[config.mk]
export PLATFORM = sky130hd
export DESIGN_NAME = life_sched
export DESIGN_NICKNAME = d
export VERILOG_FILES = /design/src/rtl/life_sched.sv
export SDC_FILE = /design/constraint.sdc
export NUM_CORES = 1
export LEC_CHECK = 0
export CAP_MARGIN = 25
export CORE_AREA = 2 2 74 129
export DETAILED_ROUTE_END_ITERATION = 8
export DIE_AREA = 0 0 76 131
export GPL_TIMING_DRIVEN = 0
export PLACE_DENSITY = 0.75
export REMOVE_ABC_BUFFERS = 1
export SLEW_MARGIN = 20
export SYNTH_ARGS = -nofsm -noshare
export SYNTH_HDL_FRONTEND = slang
export SYNTH_SLANG_ARGS = --single-unit
[constraint.sdc]
create_clock -name clk_in -period 1.83 [get_ports clk_in]
set_input_delay 0.366 -clock clk_in [delete_from_list [all_inputs] [get_ports clk_in]]
set_output_delay 0.366 -clock clk_in [all_outputs]
set_load 0.005 [all_outputs]
[src/rtl/life_sched.sv]
// life_sched: paces generation steps from vsync frames and arbitrates
// cell-store writes between the cursor click and a valid/ready pattern
// loader, so that no write ever overlaps a generation step.
// Optional feature macro: SINGLE_STEP_EN adds the step_req_in frame-step input.
module life_sched #(
    parameter int SPEED_W      = 4,
    parameter int POS_W        = 10,
    parameter int GEN_W        = 16,
    parameter int STEP_TIMEOUT = 1048576
) (
    input  logic               clk_in,
    input  logic               rst_in,
    input  logic [SPEED_W-1:0] speed_in,
    input  logic               vsync_in,
    input  logic               click_in,
    input  logic [POS_W-1:0]   cursor_x_in,
    input  logic [POS_W-1:0]   cursor_y_in,
    input  logic               load_valid_in,
    input  logic [POS_W-1:0]   load_x_in,
    input  logic [POS_W-1:0]   load_y_in,
    input  logic               load_alive_in,
    output logic               load_ready_out,
    input  logic               load_active_in,
`ifdef SINGLE_STEP_EN
    input  logic               step_req_in,
`endif
    output logic               step_out,
    input  logic               step_done_in,
    output logic               wr_en_out,
    output logic [POS_W-1:0]   wr_x_out,
    output logic [POS_W-1:0]   wr_y_out,
    output logic               wr_alive_out,
    output logic               busy_out,
    output logic [GEN_W-1:0]   gen_count_out,
    output logic               timeout_err_out
);

    // Step cycle counter must be able to hold STEP_TIMEOUT-1.
    localparam int TW = $clog2(STEP_TIMEOUT + 1);

    typedef enum logic {
        S_IDLE = 1'b0,
        S_STEP = 1'b1
    } state_t;

    state_t             r_state;
    state_t             w_state_nxt;

    logic               r_vsync_prev;
    logic [SPEED_W-1:0] r_frame_cnt;
    logic               r_click_pend;
    logic [POS_W-1:0]   r_click_x;
    logic [POS_W-1:0]   r_click_y;
    logic               r_step_pend;
    logic [TW-1:0]      r_tcnt;
    logic               r_step_out;
    logic               r_wr_en;
    logic [POS_W-1:0]   r_wr_x;
    logic [POS_W-1:0]   r_wr_y;
    logic               r_wr_alive;
    logic [GEN_W-1:0]   r_gen;
    logic               r_tout_err;

    logic               w_tick;
    logic               w_pace_en;
    logic [SPEED_W:0]   w_period;
    logic [SPEED_W:0]   w_cnt_inc;
    logic               w_period_hit;
    logic               w_step_set;
    logic               w_click_go;
    logic               w_load_go;
    logic               w_step_go;
    logic               w_done;
    logic               w_tout;

    // Frame tick is the falling edge of the active-low vsync.
    assign w_tick    = r_vsync_prev & ~vsync_in;
    assign w_pace_en = w_tick & (speed_in != '0) & ~load_active_in;

    // period = 2^SPEED_W - speed; compared against frame_cnt+1 so a speed
    // change lands on the next tick without reloading the counter.
    assign w_period     = {1'b1, {SPEED_W{1'b0}}} - {1'b0, speed_in};
    assign w_cnt_inc    = {1'b0, r_frame_cnt} + (SPEED_W+1)'(1);
    assign w_period_hit = (w_cnt_inc >= w_period);

`ifdef SINGLE_STEP_EN
    assign w_step_set = (w_pace_en & w_period_hit)
                      | (step_req_in & (speed_in == '0) & ~load_active_in);
`else
    assign w_step_set = w_pace_en & w_period_hit;
`endif

    // Frame pacing: remember last vsync level and count frames per step.
    always_ff @(posedge clk_in) begin
        if (rst_in) begin
            r_vsync_prev <= 1'b1;
            r_frame_cnt  <= '0;
        end else begin
            r_vsync_prev <= vsync_in;
            if (w_pace_en) begin
                if (w_period_hit) r_frame_cnt <= '0;
                else              r_frame_cnt <= w_cnt_inc[SPEED_W-1:0];
            end
        end
    end

    // Pending requests: a new click or step request wins over a same-cycle
    // consume, so nothing arriving on the grant cycle is lost.
    always_ff @(posedge clk_in) begin
        if (rst_in) begin
            r_click_pend <= 1'b0;
            r_click_x    <= '0;
            r_click_y    <= '0;
            r_step_pend  <= 1'b0;
        end else begin
            if (click_in) begin
                r_click_pend <= 1'b1;
                r_click_x    <= cursor_x_in;
                r_click_y    <= cursor_y_in;
            end else if (w_click_go) begin
                r_click_pend <= 1'b0;
            end
            if (w_step_set)     r_step_pend <= 1'b1;
            else if (w_step_go) r_step_pend <= 1'b0;
        end
    end

    // Next-state and grant decode; IDLE priority is click, loader, step.
    always_comb begin
        w_state_nxt = r_state;
        w_click_go  = 1'b0;
        w_load_go   = 1'b0;
        w_step_go   = 1'b0;
        w_done      = 1'b0;
        w_tout      = 1'b0;
        case (r_state)
            S_IDLE: begin
                if (r_click_pend) begin
                    w_click_go = 1'b1;
                end else if (load_valid_in) begin
                    w_load_go = 1'b1;
                end else if (r_step_pend) begin
                    w_step_go   = 1'b1;
                    w_state_nxt = S_STEP;
                end
            end
            S_STEP: begin
                if (step_done_in) begin
                    w_done      = 1'b1;
                    w_state_nxt = S_IDLE;
                end else if (r_tcnt == TW'(STEP_TIMEOUT - 1)) begin
                    w_tout      = 1'b1;
                    w_state_nxt = S_IDLE;
                end
            end
            default: w_state_nxt = S_IDLE;
        endcase
    end

    // State register.
    always_ff @(posedge clk_in) begin
        if (rst_in) r_state <= S_IDLE;
        else        r_state <= w_state_nxt;
    end

    // Write port register: one cell per granted cycle, held data otherwise.
    always_ff @(posedge clk_in) begin
        if (rst_in) begin
            r_wr_en    <= 1'b0;
            r_wr_x     <= '0;
            r_wr_y     <= '0;
            r_wr_alive <= 1'b0;
        end else begin
            r_wr_en <= w_click_go | w_load_go;
            if (w_click_go) begin
                r_wr_x     <= r_click_x;
                r_wr_y     <= r_click_y;
                r_wr_alive <= 1'b1;
            end else if (w_load_go) begin
                r_wr_x     <= load_x_in;
                r_wr_y     <= load_y_in;
                r_wr_alive <= load_alive_in;
            end
        end
    end

    // Step launch pulse and watchdog cycle count while a step runs.
    always_ff @(posedge clk_in) begin
        if (rst_in) begin
            r_step_out <= 1'b0;
            r_tcnt     <= '0;
        end else begin
            r_step_out <= w_step_go;
            if (w_step_go)              r_tcnt <= '0;
            else if (r_state == S_STEP) r_tcnt <= r_tcnt + TW'(1);
        end
    end

    // Completed-generation counter and sticky watchdog flag.
    always_ff @(posedge clk_in) begin
        if (rst_in) begin
            r_gen      <= '0;
            r_tout_err <= 1'b0;
        end else begin
            if (w_done) r_gen      <= r_gen + GEN_W'(1);
            if (w_tout) r_tout_err <= 1'b1;
        end
    end

    // Ready is combinational so a loader cell is taken the cycle it is offered.
    assign load_ready_out  = w_load_go & ~rst_in;
    assign step_out        = r_step_out;
    assign busy_out        = (r_state == S_STEP);
    assign wr_en_out       = r_wr_en;
    assign wr_x_out        = r_wr_x;
    assign wr_y_out        = r_wr_y;
    assign wr_alive_out    = r_wr_alive;
    assign gen_count_out   = r_gen;
    assign timeout_err_out = r_tout_err;

endmodule

==> results of run 1 <==
-- cell usage after synthesis, drive strengths merged, types with 4 or more instances --
library cell   n  area [um2]
dfxtp         89        1782
nor2          79       296.5
mux2i         42       420.4
a211oi        24       180.2
nand3         19       112.6
xnor2         17       148.9
clkbuf        16       60.06
a21oi         15       75.07
nand2         14       52.55
xor2          12       105.1
nand4         10       62.56
ha             9       112.6
buf            8       40.04
inv            8       30.03
nor3           7       35.03
o21ai          7       35.03
or3            7       45.05
and3           5       31.28
nor4           5       31.28
o31ai          5       37.54
or4            5       37.54
and4           4       35.03
-- final timing paths --
check / start / to / cells after the start
max: busy_out$_SDFF_PP0_ / r_tcnt[20]$_SDFFE_PP0P_ / 6
min: rst_in / r_click_y[1]$_SDFFE_PP0P_ / 2
max reg2reg: busy_out$_SDFF_PP0_ / r_tcnt[20]$_SDFFE_PP0P_ / 6
min reg2reg: r_tcnt[19]$_SDFFE_PP0P_ / r_tcnt[19]$_SDFFE_PP0P_ / 2
-- state kept, by name, indices dropped and copies added, names as in the netlist, 4 cells and up --
signal         cells
r_frame_cnt        4
wr_y_out          10
wr_x_out          10
r_tcnt            21
gen_count_out     16
r_click_y         10
r_click_x         10
-- repair_timing --
action | CTS | global route
gates cloned | 0 | 0
resized for setup | 22 | 24
setup buffers | 5 | 0
pin swaps | 2 | 6
setup endpoints to repair | 54 | 12
-- stage by stage --
step                hold slack [ps]  total power [W]  setup slack, ps
floorplan                     435.1         0.002266           -405.9
global placement              463.5         0.002537            -1878
detailed placement            474.4         0.002549           -906.4
CTS                           487.2         0.004558            12.03
global route                  463.8         0.004697           -18.22
finish                        434.0         0.004524            58.12
-- worst reg2reg max path, delay by kind of cell, from the launching register on --
kind | cells | cell delay [ps]
AND/OR/NAND/NOR | 3 | 930
flip-flops | 1 | 370
buffers and inverters | 2 | 240
AO/OA/AOI/OAI | 1 | 140
-- cell type report --
class                      count  area [um2]
clock buffer                  10       239.0
inverter                       8       30.03
multi-input combinational    305        2156
fill                         741        3467
tap                          120       150.1
sequential                    89        1792
clock inverter                 6       91.34
timing repair buffer          99       996.0
-- routing by layer --
metal | global-route usage (%) | up-vias
met5 | 0 | -
met1 | 21.38 | 1582
met4 | 11.34 | 0
met2 | 35.08 | 67
li1 | - | 1674
met3 | 3.434 | 20
-- kinds of logic (layout without fill, tap and decap cells) --
| kind of cell | after synthesis | in the layout | share of synthesized area [%] |
|---|---|---|---|
| buffers and inverters | 32 | 123 | 3.327 |
| and+or+nand+nor | 167 | 167 | 21.08 |
| muxes | 44 | 44 | 11.32 |
| DFF | 89 | 89 | 45.55 |
| AOI/OAI and AO/OA | 56 | 56 | 9.341 |
| adders and majority gates | 9 | 9 | 2.879 |
| xor gates and xnor gates | 29 | 29 | 6.494 |
-- power groups by stage --
stage	registers [W]	logic (W)	clock network, W
after floorplan	0.00209	0.000175	0
after global placement	0.00209	0.000447	0
after detailed placement	0.00209	0.000456	0
after CTS	0.00205	0.000472	0.00204
after global routing	0.00206	0.000522	0.00212
final	0.00205	0.000478	0.00200
==> flow_summary.yaml, run 1 <==
status:
  status: "finished, final reports clean"
critical_path:
  r2r_slack_ps: 60
  cp_cell_sequence: "buf_12, buf_4, nand2_1, or3_4, or4_4, a21oi_2"
  crit_path_max_fanout: 5
  critPathKind: "flop to flop"
  critPathMaxStageDelay_ps: 500
  setup.worst_path.end_class: "flop"
  arrival_ps: 2040
  worst-path-buf-inv: 2
  crit_path_start_kind: "flop"
  slowest_stage: "or4_4"
  crit_required_ps: 2090
  cpLargestDelayFamily: "simple AND/OR/NAND/NOR gates"
drt:
  num_vias: 3343
  highest_layer: "met4"
  dr_wl_met2_mm: 5.238
  wirelength_mm: 9.481
  drtIter0Drc: 95
  wl_per_cell_um: 14.88
  viasPerCell: 5.248
  postRouteAntennaNets: 0
  drc_errors: 0
  drt_first_pass_iters: 4
  route.met3.wl_um: 266
  drt-met1-wl_mm: 3.725
synthesis:
  synth_edf_count: 0
  synth-async-reset-ratio_pct: 0
  ys.flop_type: "dfxtp_1"
  synth_cells: 426
  synth_cell_types: 41
  ys_seq_area_share_pct: 45.55
  yosysWarningCount: 0
  ys_ff_latch: 89
  syn-mean-instance-area_um2: 9.181
  synth.cell_area_um2: 3911
cts:
  cts_hold_buf: 0
  cts_made_buffers: 9
  cts.sinks: 89
  cts_buffer_depth: 2
  root_buffer: "clkbuf_16"
  clk_pin_slew_worst_paths_ps: 70
  htreeDepth: 3
  tritoncts: "yes"
  clock_latency_ps: 350
timing:
  fmax_mhz: 564.4
  worstMarginPinSlew_ps: 730.4
  finalSetupViolCount: 0
  fin_crit_sh_pct: 96.82
  final-hold-violation-count: 0
  min_period_ps: 1772
  setup_tns_ps: 0
  fin_skew_ps: 7.949
  finalMaxSlewViolations: 0
  slew_headroom_pct: 51.19
final_layout:
  instances_no_fill: 637
  antenna_cells: 0
  design_area_um2: 5454
  syn_to_final_growth_pct: 39.44
  mostFrequentLayoutCells: "clkdlybuf4s50_1, dfxtp_1, nor2_1"
  final_nets: 573
  final_core_util_pct: 61.14
  drive_gt1_share_pct: 12.19
  layout_commonest_cell: "clkdlybuf4s50_1"
pwr:
  combinationalPowerShare_pct: 10.6
  p_switching_w: 0.001006
  clock_power_share_pct: 44.1
  cellLeakagePower_nw: 2.115
  max-vdd-ir-drop_mv: 0.6965
  p_per_area_nw_per_um2: 829.4
  switching_share_pct: 22.23
  internal_power_w: 0.003518
  seqPwrFrac_pct: 45.3
die:
  row_count: 46
  die_x_um: 76
  core_um2: 8921
  die-height_um: 131
  start_util_pct: 43.84
  ios: 94
  die_area_um2: 9956
hold_path:
  hp-class: "primary input to flop"
grt:
  grt_max_degree: 72
  grt_pass1_vias: 3193
  antenna_found_initial: 0
  track_usage_pct: 19.37
  grt_pass1_wl_mm: 15.37
  gr-total-overflow: 0
place:
  dp_cells: 616
  placed_area_um2: 4922
  hpwl_mm: 6.473
  numPortBuffers: 93
  gp_congestion: 0.8179
flow_run:
  drv_cap: 0
Note: power is estimated with default switching activity, not from simulation.
==> run 2: changes to the inputs <==
--- a/config.mk
+++ b/config.mk
@@ -7,8 +7,10 @@
 export LEC_CHECK = 0
 export CAP_MARGIN = 25
 export CORE_AREA = 2 2 74 129
+export CTS_CLUSTER_SIZE = 8
 export DETAILED_ROUTE_END_ITERATION = 8
 export DIE_AREA = 0 0 76 131
+export GPL_ROUTABILITY_DRIVEN = 0
 export GPL_TIMING_DRIVEN = 0
 export PLACE_DENSITY = 0.75
 export REMOVE_ABC_BUFFERS = 1
==> results of run 2 <==
Final layout, timing and power as in run 1 (identical DEF).
==> run 3: changes to the inputs <==
--- a/config.mk
+++ b/config.mk
@@ -13,6 +13,7 @@
 export GPL_ROUTABILITY_DRIVEN = 0
 export GPL_TIMING_DRIVEN = 0
 export PLACE_DENSITY = 0.75
+export RECOVER_POWER = 100
 export REMOVE_ABC_BUFFERS = 1
 export SLEW_MARGIN = 20
 export SYNTH_ARGS = -nofsm -noshare
==> run 3 against run 2 <==
Clock-buffer cell count is the same. Largest power group unchanged. Sequential power is essentially flat. Setup slack gained 1.6 ps. Sequential cell count is the same. Total power shrank 0.48%. Largest cell class unchanged. Critical endpoint unchanged.
==> flow_summary.yaml, run 3 (same netlist as run 1, synthesis figures left out) <==
die:
  die-height_um: 131
  die_area_um2: 9956
  die_x_um: 76
  core_um2: 8921
  start_util_pct: 43.84
  row_count: 46
  ios: 94
final_layout:
  final_nets: 573
  mostFrequentLayoutCells: "dfxtp_1, nor2_1, clkdlybuf4s50_1"
  drive_gt1_share_pct: 11.99
  largest-register: "r_tcnt"
  instances_no_fill: 637
  largest_reg_flops: 21
  layout_commonest_cell: "dfxtp_1"
  syn_to_final_growth_pct: 39.19
  final_core_util_pct: 61.02
  antenna_cells: 0
cts:
  htreeDepth: 3
  cts_hold_buf: 0
  cts_made_buffers: 9
  root_buffer: "clkbuf_16"
  tritoncts: "yes"
  cts_buffer_depth: 2
  clk_pin_slew_worst_paths_ps: 70
  clock_latency_ps: 340
  cts.sinks: 89
pwr:
  p_per_area_nw_per_um2: 827.0
  cellLeakagePower_nw: 2.221
  max-vdd-ir-drop_mv: 0.6952
timing:
  fin_crit_sh_pct: 96.74
  fmax_mhz: 564.9
  min_period_ps: 1770
  slew_headroom_pct: 50.73
  worstMarginPinSlew_ps: 737.3
  finalSetupViolCount: 0
  fin_skew_ps: 7.442
  final-hold-violation-count: 0
  finalMaxSlewViolations: 0
critical_path:
  crit_required_ps: 2090
  critPathKind: "flop to flop"
  worstReg2RegStart: "busy_out$_SDFF_PP0_"
  setup.worst_path.end_class: "flop"
  crit_path_start_kind: "flop"
  reg2reg_to: "r_tcnt[20]$_SDFFE_PP0P_"
  crit_path_max_fanout: 5
  r2r_slack_ps: 60
  crit_end: "r_tcnt[20]$_SDFFE_PP0P_"
  critPathLaunch: "busy_out$_SDFF_PP0_"
  arrival_ps: 2030
  worstRegToRegCells: 6
drt:
  wl_per_cell_um: 14.85
  route.met3.wl_um: 245
  dr_wl_met2_mm: 5.167
  viasPerCell: 5.203
  num_vias: 3314
  drt-met1-wl_mm: 3.748
  postRouteAntennaNets: 0
  drt_first_pass_iters: 4
  drtIter0Drc: 96
  drc_errors: 0
  wirelength_mm: 9.460
  highest_layer: "met4"
place:
  hpwl_mm: 6.473
  dp_cells: 616
  numPortBuffers: 93
flow_run:
  drv_cap: 0
status:
  status: "finished, final reports clean"
grt:
  gr-total-overflow: 0
  track_usage_pct: 19.37
  grt_max_degree: 72
  grt_pass1_vias: 3193
  grt_pass1_wl_mm: 15.37
  antenna_found_initial: 0
hold_path:
  hp-class: "primary input to flop"
## run 3: repair_timing
action	in CTS	in global routing
resized for setup	22	24
gates cloned	0	0
pin swaps	2	6
buffers inserted	5	0
setup endpoints to repair	54	12
## run 3: worst min path at each step
| stage | end | slack, ps | cells after the start | start |
|---|---|---|---|---|
| 2_1_floorplan | gen_count_out[12]$_SDFFE_PP0P_ | 440 | 1 | rst_in |
| 3_3_place_gp | r_tcnt[19]$_SDFFE_PP0P_ | 460 | 2 | r_tcnt[19]$_SDFFE_PP0P_ |
| 3_5_place_dp | r_tcnt[19]$_SDFFE_PP0P_ | 470 | 2 | r_tcnt[19]$_SDFFE_PP0P_ |
| 4_1_cts | r_tcnt[19]$_SDFFE_PP0P_ | 490 | 2 | r_tcnt[19]$_SDFFE_PP0P_ |
| 5_1_grt | r_click_y[6]$_SDFFE_PP0P_ | 460 | 2 | rst_in |
| 6_report | r_click_y[1]$_SDFFE_PP0P_ | 430 | 2 | rst_in |
## run 3: stage by stage
stage                     hold slack, ps  worst slack, ps  setup TNS (ps)  total power (W)  area (um2)
after floorplan                    435.1           -405.9           -9058         0.002266        3811
after global placement             463.5            -1878         -121650         0.002537        4892
after detailed placement           474.4           -906.4          -14640         0.002549        4922
after CTS                          487.2            12.03               0         0.004558        5365
after global routing               463.8           -2.478          -4.539         0.004675        5444
final                              434.4            59.67               0         0.004502        5444
## run 3: layout make-up
| class | instances | area, um2 |
|---|---|---|
| Fill cell | 743 | 3477 |
| Tap cell | 120 | 150.1 |
| Inverter | 8 | 30.03 |
| Sequential cell | 89 | 1792 |
| Clock buffer | 10 | 239.0 |
| Multi-Input combinational cell | 305 | 2146 |
| Timing Repair Buffer | 99 | 996.0 |
| Clock inverter | 6 | 91.34 |
## run 3: per-layer routing
metal  global-route usage (%)  vias to the layer above
li1                         -                     1672
met1                    21.38                     1560
met2                    35.08                       61
met3                    3.434                       21
met4                    11.34                        0
met5                        0                        -
## run 3: critical path, stage by stage, from the launching register on
cell     delay, ps
dfxtp_4        370
buf_12         110
buf_4          130
nand2_1         70
or3_4          360
or4_4          500
a21oi_2        140
## run 3: where the power goes
group	switching (W)	total [W]	internal, W
combinational	0.000204	0.000459	0.000255
clock	0.000759	0.00200	0.00124
sequential	0.0000381	0.00205	0.00201
